<file path="config.mk">
export PLATFORM = sky130hd
export DESIGN_NAME = host_mem_rd_page_splitter
export DESIGN_NICKNAME = d
export VERILOG_FILES = /design/src/rtl/host_mem_rd_page_splitter.sv
export SDC_FILE = /design/constraint.sdc
export NUM_CORES = 1
export LEC_CHECK = 0
export ABC_AREA = 1
export BUFFER_PORTS_ARGS = -buffer_cell sky130_fd_sc_hd__buf_4
export CORE_AREA = 2 2 439 441
export DETAILED_ROUTE_END_ITERATION = 10
export DIE_AREA = 0 0 441 443
export GPL_TIMING_DRIVEN = 0
export PLACE_DENSITY = 0.3
export SLEW_MARGIN = 20
export SYNTH_ARGS = -nofsm -noshare
export SYNTH_HDL_FRONTEND = slang
export SYNTH_SLANG_ARGS = --single-unit
</file>
<file path="constraint.sdc">
create_clock -name clk -period 4.93 [get_ports clk]
set_clock_uncertainty 0.2 [all_clocks]
set_input_delay 0.2465 -clock clk [delete_from_list [all_inputs] [get_ports clk]]
set_output_delay 0.2465 -clock clk [all_outputs]
set_load 0.01 [all_outputs]
</file>
<file path="src/rtl/host_mem_rd_page_splitter.sv">
// host_mem_rd_page_splitter: splits DMA read bursts at page boundaries and meters outstanding lines
module host_mem_rd_page_splitter #(
  parameter int ADDR_WIDTH = 42,
  parameter int DATA_WIDTH = 512,
  parameter int BURST_CNT_WIDTH = 7,
  parameter int PAGE_LINES = 64,
  parameter int MAX_OUTSTANDING_LINES = 256
) (
  input  logic                       clk,
  input  logic                       reset,
  input  logic                       src_rd_read,
  input  logic [ADDR_WIDTH-1:0]      src_rd_address,
  input  logic [BURST_CNT_WIDTH-1:0] src_rd_burstcount,
  output logic                       src_rd_waitrequest,
  output logic [DATA_WIDTH-1:0]      src_rd_readdata,
  output logic                       src_rd_readdatavalid,
  output logic                       snk_rd_read,
  output logic [ADDR_WIDTH-1:0]      snk_rd_address,
  output logic [BURST_CNT_WIDTH-1:0] snk_rd_burstcount,
  input  logic                       snk_rd_waitrequest,
  input  logic [DATA_WIDTH-1:0]      snk_rd_readdata,
  input  logic                       snk_rd_readdatavalid,
  output logic                       err_zero_burst,
  output logic                       busy
);
  localparam int PW = $clog2(PAGE_LINES);
  localparam int OW = $clog2(MAX_OUTSTANDING_LINES + 1);
  localparam int RW = (BURST_CNT_WIDTH > PW + 1) ? BURST_CNT_WIDTH : PW + 1;
  localparam int SW = ((OW > BURST_CNT_WIDTH) ? OW : BURST_CNT_WIDTH) + 1;
  localparam logic [0:0] IDLE = 1'b0;
  localparam logic [0:0] ISSUE = 1'b1;
  logic [0:0] state;
  logic [ADDR_WIDTH-1:0] cur_addr;
  logic [BURST_CNT_WIDTH-1:0] remaining;
  logic [OW-1:0] outstanding;
  logic err_q;
  logic [RW-1:0] room, piece;
  logic [SW-1:0] demand, sum;
  logic src_acc, snk_acc, last_piece;
  // piece sizing, credit check and handshakes; reset forces the idle-looking outputs
  always_comb begin
    room = RW'(PAGE_LINES) - RW'(cur_addr[PW-1:0]);
    piece = (RW'(remaining) < room) ? RW'(remaining) : room;
    last_piece = RW'(remaining) == piece;
    demand = SW'(outstanding) + SW'(src_rd_burstcount);
    src_rd_waitrequest = reset || state == ISSUE || demand > SW'(MAX_OUTSTANDING_LINES);
    src_acc = src_rd_read && !src_rd_waitrequest;
    snk_rd_read = !reset && state == ISSUE;
    snk_acc = snk_rd_read && !snk_rd_waitrequest;
    sum = src_acc ? demand : SW'(outstanding);
  end
  assign snk_rd_address = cur_addr;
  assign snk_rd_burstcount = BURST_CNT_WIDTH'(piece);
  assign src_rd_readdata = snk_rd_readdata;
  assign src_rd_readdatavalid = snk_rd_readdatavalid;
  assign err_zero_burst = err_q && !reset;
  assign busy = !reset && (state == ISSUE || outstanding != '0);
  // FSM: latch a source burst, then walk it out one page-bounded piece per sink accept
  always_ff @(posedge clk)
    if (reset) begin
      state <= IDLE;
      cur_addr <= '0;
      remaining <= '0;
    end else if (src_acc) begin
      cur_addr <= src_rd_address;
      remaining <= src_rd_burstcount;
      state <= (src_rd_burstcount != '0) ? ISSUE : IDLE;
    end else if (snk_acc) begin
      cur_addr <= cur_addr + ADDR_WIDTH'(piece);
      remaining <= remaining - BURST_CNT_WIDTH'(piece);
      state <= last_piece ? IDLE : ISSUE;
    end
  // outstanding-line credit (saturating at 0) and the zero-burst error pulse
  always_ff @(posedge clk)
    if (reset) begin
      outstanding <= '0;
      err_q <= 1'b0;
    end else begin
      outstanding <= OW'((snk_rd_readdatavalid && sum != '0) ? sum - 1'b1 : sum);
      err_q <= src_acc && src_rd_burstcount == '0;
    end
endmodule

</file>
==> metrics.md <==
| Metric | Value |
|---|---|
| Status | completed |
| CTS Buf Count | 9 |
| Post-route ant nets | 0 |
| Ys flop type | dfxtp_1 |
| Pin count of the biggest net entering global routing | 13 |
| Peak supply drop | around 190 uV |
| CP Max Fanout | 9 |
| Placed Cells | 4451 |
| GP Congestion | 0.9144 |
| First-pass GRT wire length | ~110000 um |
| Worst-Skew Late Latency | 420 ps |
| Initial antenna violation count | 20 |
| CP max-delay cell | dfxtp_2 |
| Synth top area share | 43.30% |
| Vias in the first global route | 10590 |
| Fin cells | 4533 |
| Synth-to-Final Area Change | 101.2% |
| Design Power | 4.256 mW |
| Layout fillers | 22320 |
| Num ports | 1132 |
| Share of layout cells above drive strength 1 | 62.97% |
| Synth warn | 0 |
| Seq/Total Area, Yosys | 13.48% |
| Clock Tree Buf Depth | 2 |
| CTS sink cnt | 60 |
| PD cells | 237.3 mW/mm^2 |
| Pre-Repair DR Iteration Count | 5 |
| Crit path kind | flip-flop to flip-flop |
| Worst path max stage delay | 360 ps |
| Register area | 0.001204 sq mm |
| Starting DRT DRC Count | roughly 480 |
| Final net count | 2596 |
| Reg clk slew, reported paths | 70 ps |
| Largest delay share family, worst path | simple AND/OR/NAND/NOR gates |
| Htree depth | 3 |
| Drt wl/cell | roughly 20 um |
| Final wirelength | 92700 um |
| Site Rows | 161 |
| Area of the multi-input gates | 0.003617 sq mm |
| Clock Tree Root | clkbuf_16 |
| Post-synth top cells | 514 x buf_4, 216 x nand2_1, 93 x inv_1 |
| Fin crit share | 93.74% |
| DP Wirelength | 85320 um |
| GRT Total Usage | 9.034% |
| Top-count cell post-synth | buf_4 |
| # setup viols final | 0 |
| Actual slew at the worst max-slew pin | 1011 ps |
| Post-synth EDFFs | 0 |
| Final Max Slew Viols | 0 |
| Core box area | 0.1912 sq mm |
| Synth area leader | buf_4 |
| Buffers and inverters on the worst path | 5 |
| FF+latch count, synth | 60 |
| Final Hold Vio Count | 0 |
| Via count | 10660 |
| Final core occ | 9.381% |
| Via/cell ratio | 2.351 |
| Die X-Extent | 441 um |
| Min Hold Slack | 32.82 ps |
| Max Fclk | around 220 MHz |
| Crit path top cell by count | nand2_2 |
| RSZ-0062 raised after global routing | false |
| Leakage | between 8 and 9 nW |
| Post-route DRC | 0 |
| Max cap viols | 0 |
| Die H | between 400 and 500 um |
| CTS tree | yes |
| Grt ovf | 0 |
| Min-Delay Path Class | input port to flip-flop |
| Crit. End Element | flip-flop |
| Post-synth cell types | 47 |
| Largest cells by area after synthesis | buf_4 43%, dfxtp_1 13%, nand2_1 9.1% |
| Ys async rst share | 0% |
| CP required | 4980 ps |
| Initial Utilization | 4.662% |
| Crit path time final | 4622 ps |
| Port Buffers | 618 |
| Die area | 0.1954 sq mm |
| Startpoint Class | flip-flop |
| Relative slew slack | 32.62% |
| Post-Syn Area | 0.008912 sq mm |
| Avg Inst Size Synth | slightly below 7 sq um |
| Synthesized Nets | 1902 |
| Worst EP arrival | about 4700 ps |
| Syn Inst Count | 1305 |
==> metal layers <==
| layer | part of all wire [%] | track usage (%) | vias to the layer above |
|---|---|---|---|
| li1 | - | - | 5062 |
| met1 | 38 | 9.868 | 4975 |
| met2 | 53 | 16.77 | 543 |
| met3 | 6.9 | 2.661 | 74 |
| met4 | 2.2 | 2.275 | 2 |
| met5 | 0.0076 | 0 | - |
==> worst reg2reg max path, cell delays in order, from the launching register on <==
cell	delay, ps
dfxtp_2	360
inv_2	80
ha_2	190
nand2_2	100
nor3_4	230
inv_2	80
ha_4	270
nand2_1	60
o21a_1	190
nand2_2	110
buf_12	140
inv_1	90
or2_2	310
o21ai_4	100
ha_4	190
nand2_1	50
or2_0	210
nand3_1	110
nand2_1	90
nand2_2	90
nand2_2	100
nor2_4	140
buf_12	140
nand2_2	150
nor4_2	350
xor2_1	130
o21bai_1	140
a21oi_1	70
==> path summary, 6_finish.rpt <==
| check | slack (ps) | start | endpoint | depth (start not counted) |
|---|---|---|---|---|
| worst min register to register | 310 | snk_rd_address[41] | snk_rd_address[41] | 2 |
| worst max register to register | 310 | snk_rd_address[0] | snk_rd_address[27] | 27 |
| worst min-delay path | 30 | src_rd_address[16] | snk_rd_address[16] | 3 |
| worst max-delay path | 310 | snk_rd_address[0] | snk_rd_address[27] | 27 |
==> flip-flops by register name (all words and copies together), names as in the netlist <==
name	count
snk_rd_address	42
outstanding	9
remaining	7
err_q	1
state	1
==> cell type report <==
cell class | count | share of cell area [%]
Antenna cell | 3 | 0.04186
Clock buffer | 9 | 1.256
Buffer | 541 | 22.40
Timing Repair Buffer | 683 | 29.36
Tap cell | 2526 | 17.62
Multi-Input combinational cell | 608 | 20.17
Inverter | 96 | 2.009
Sequential cell | 60 | 6.712
Clock inverter | 7 | 0.4256
==> kinds of logic after synthesis <==
logic type	count (synthesis)	synth area share, %
compound gates	126	8.803
xor+xnor	34	3.341
fa+ha+maj	31	4.605
buf+inv	637	48.93
flops	60	13.48
simple gates	417	20.85
==> power by group <==
group,switching [mW],internal [mW]
Combinational,1.54,1.25
Sequential,0.155,0.571
Clock,0.344,0.394
==> timing repair <==
action | CTS | global route
cloned | 0 | 0
buffers inserted | 9 | 9
setup endpoints to repair | 32 | 18
hold buffers | 45 | 0
endpoints found under the hold margin | 43 | 0
gates resized for setup | 41 | 24
pin swaps | 6 | 9
==> through the flow <==
step	TNS, ps	setup WS (ps)	instance area (sq um)
6_report	0	308.5	17930
5_1_grt	0	1.769	17930
4_1_cts	0	39.42	17740
3_5_place_dp	-22960	-1330	16740
3_3_place_gp	-26030	-1780	16710
2_1_floorplan	0	383.0	8912
==> layout by cell type (no fill, tap or decap), types with 9 or more instances in the layout <==
| cell type | synthesis | layout |
|---|---|---|
| a31oi_1 | 18 | 17 |
| xnor2_1 | 11 | 11 |
| dfxtp_1 | 60 | 58 |
| clkbuf_16 | 0 | 9 |
| buf_2 | 14 | 14 |
| nand2_1 | 216 | 211 |
| nor2_1 | 67 | 62 |
| dlygate4sd3_1 | 0 | 45 |
| nor3_1 | 14 | 11 |
| nand2_2 | 9 | 12 |
| inv_1 | 93 | 89 |
| o21ai_0 | 27 | 19 |
| buf_4 | 514 | 1150 |
| xor2_1 | 23 | 22 |
| nand4_1 | 26 | 26 |
| ha_1 | 28 | 22 |
| a21oi_1 | 41 | 40 |
| nand3_1 | 53 | 52 |
Power figures use the tool's default switching activity.
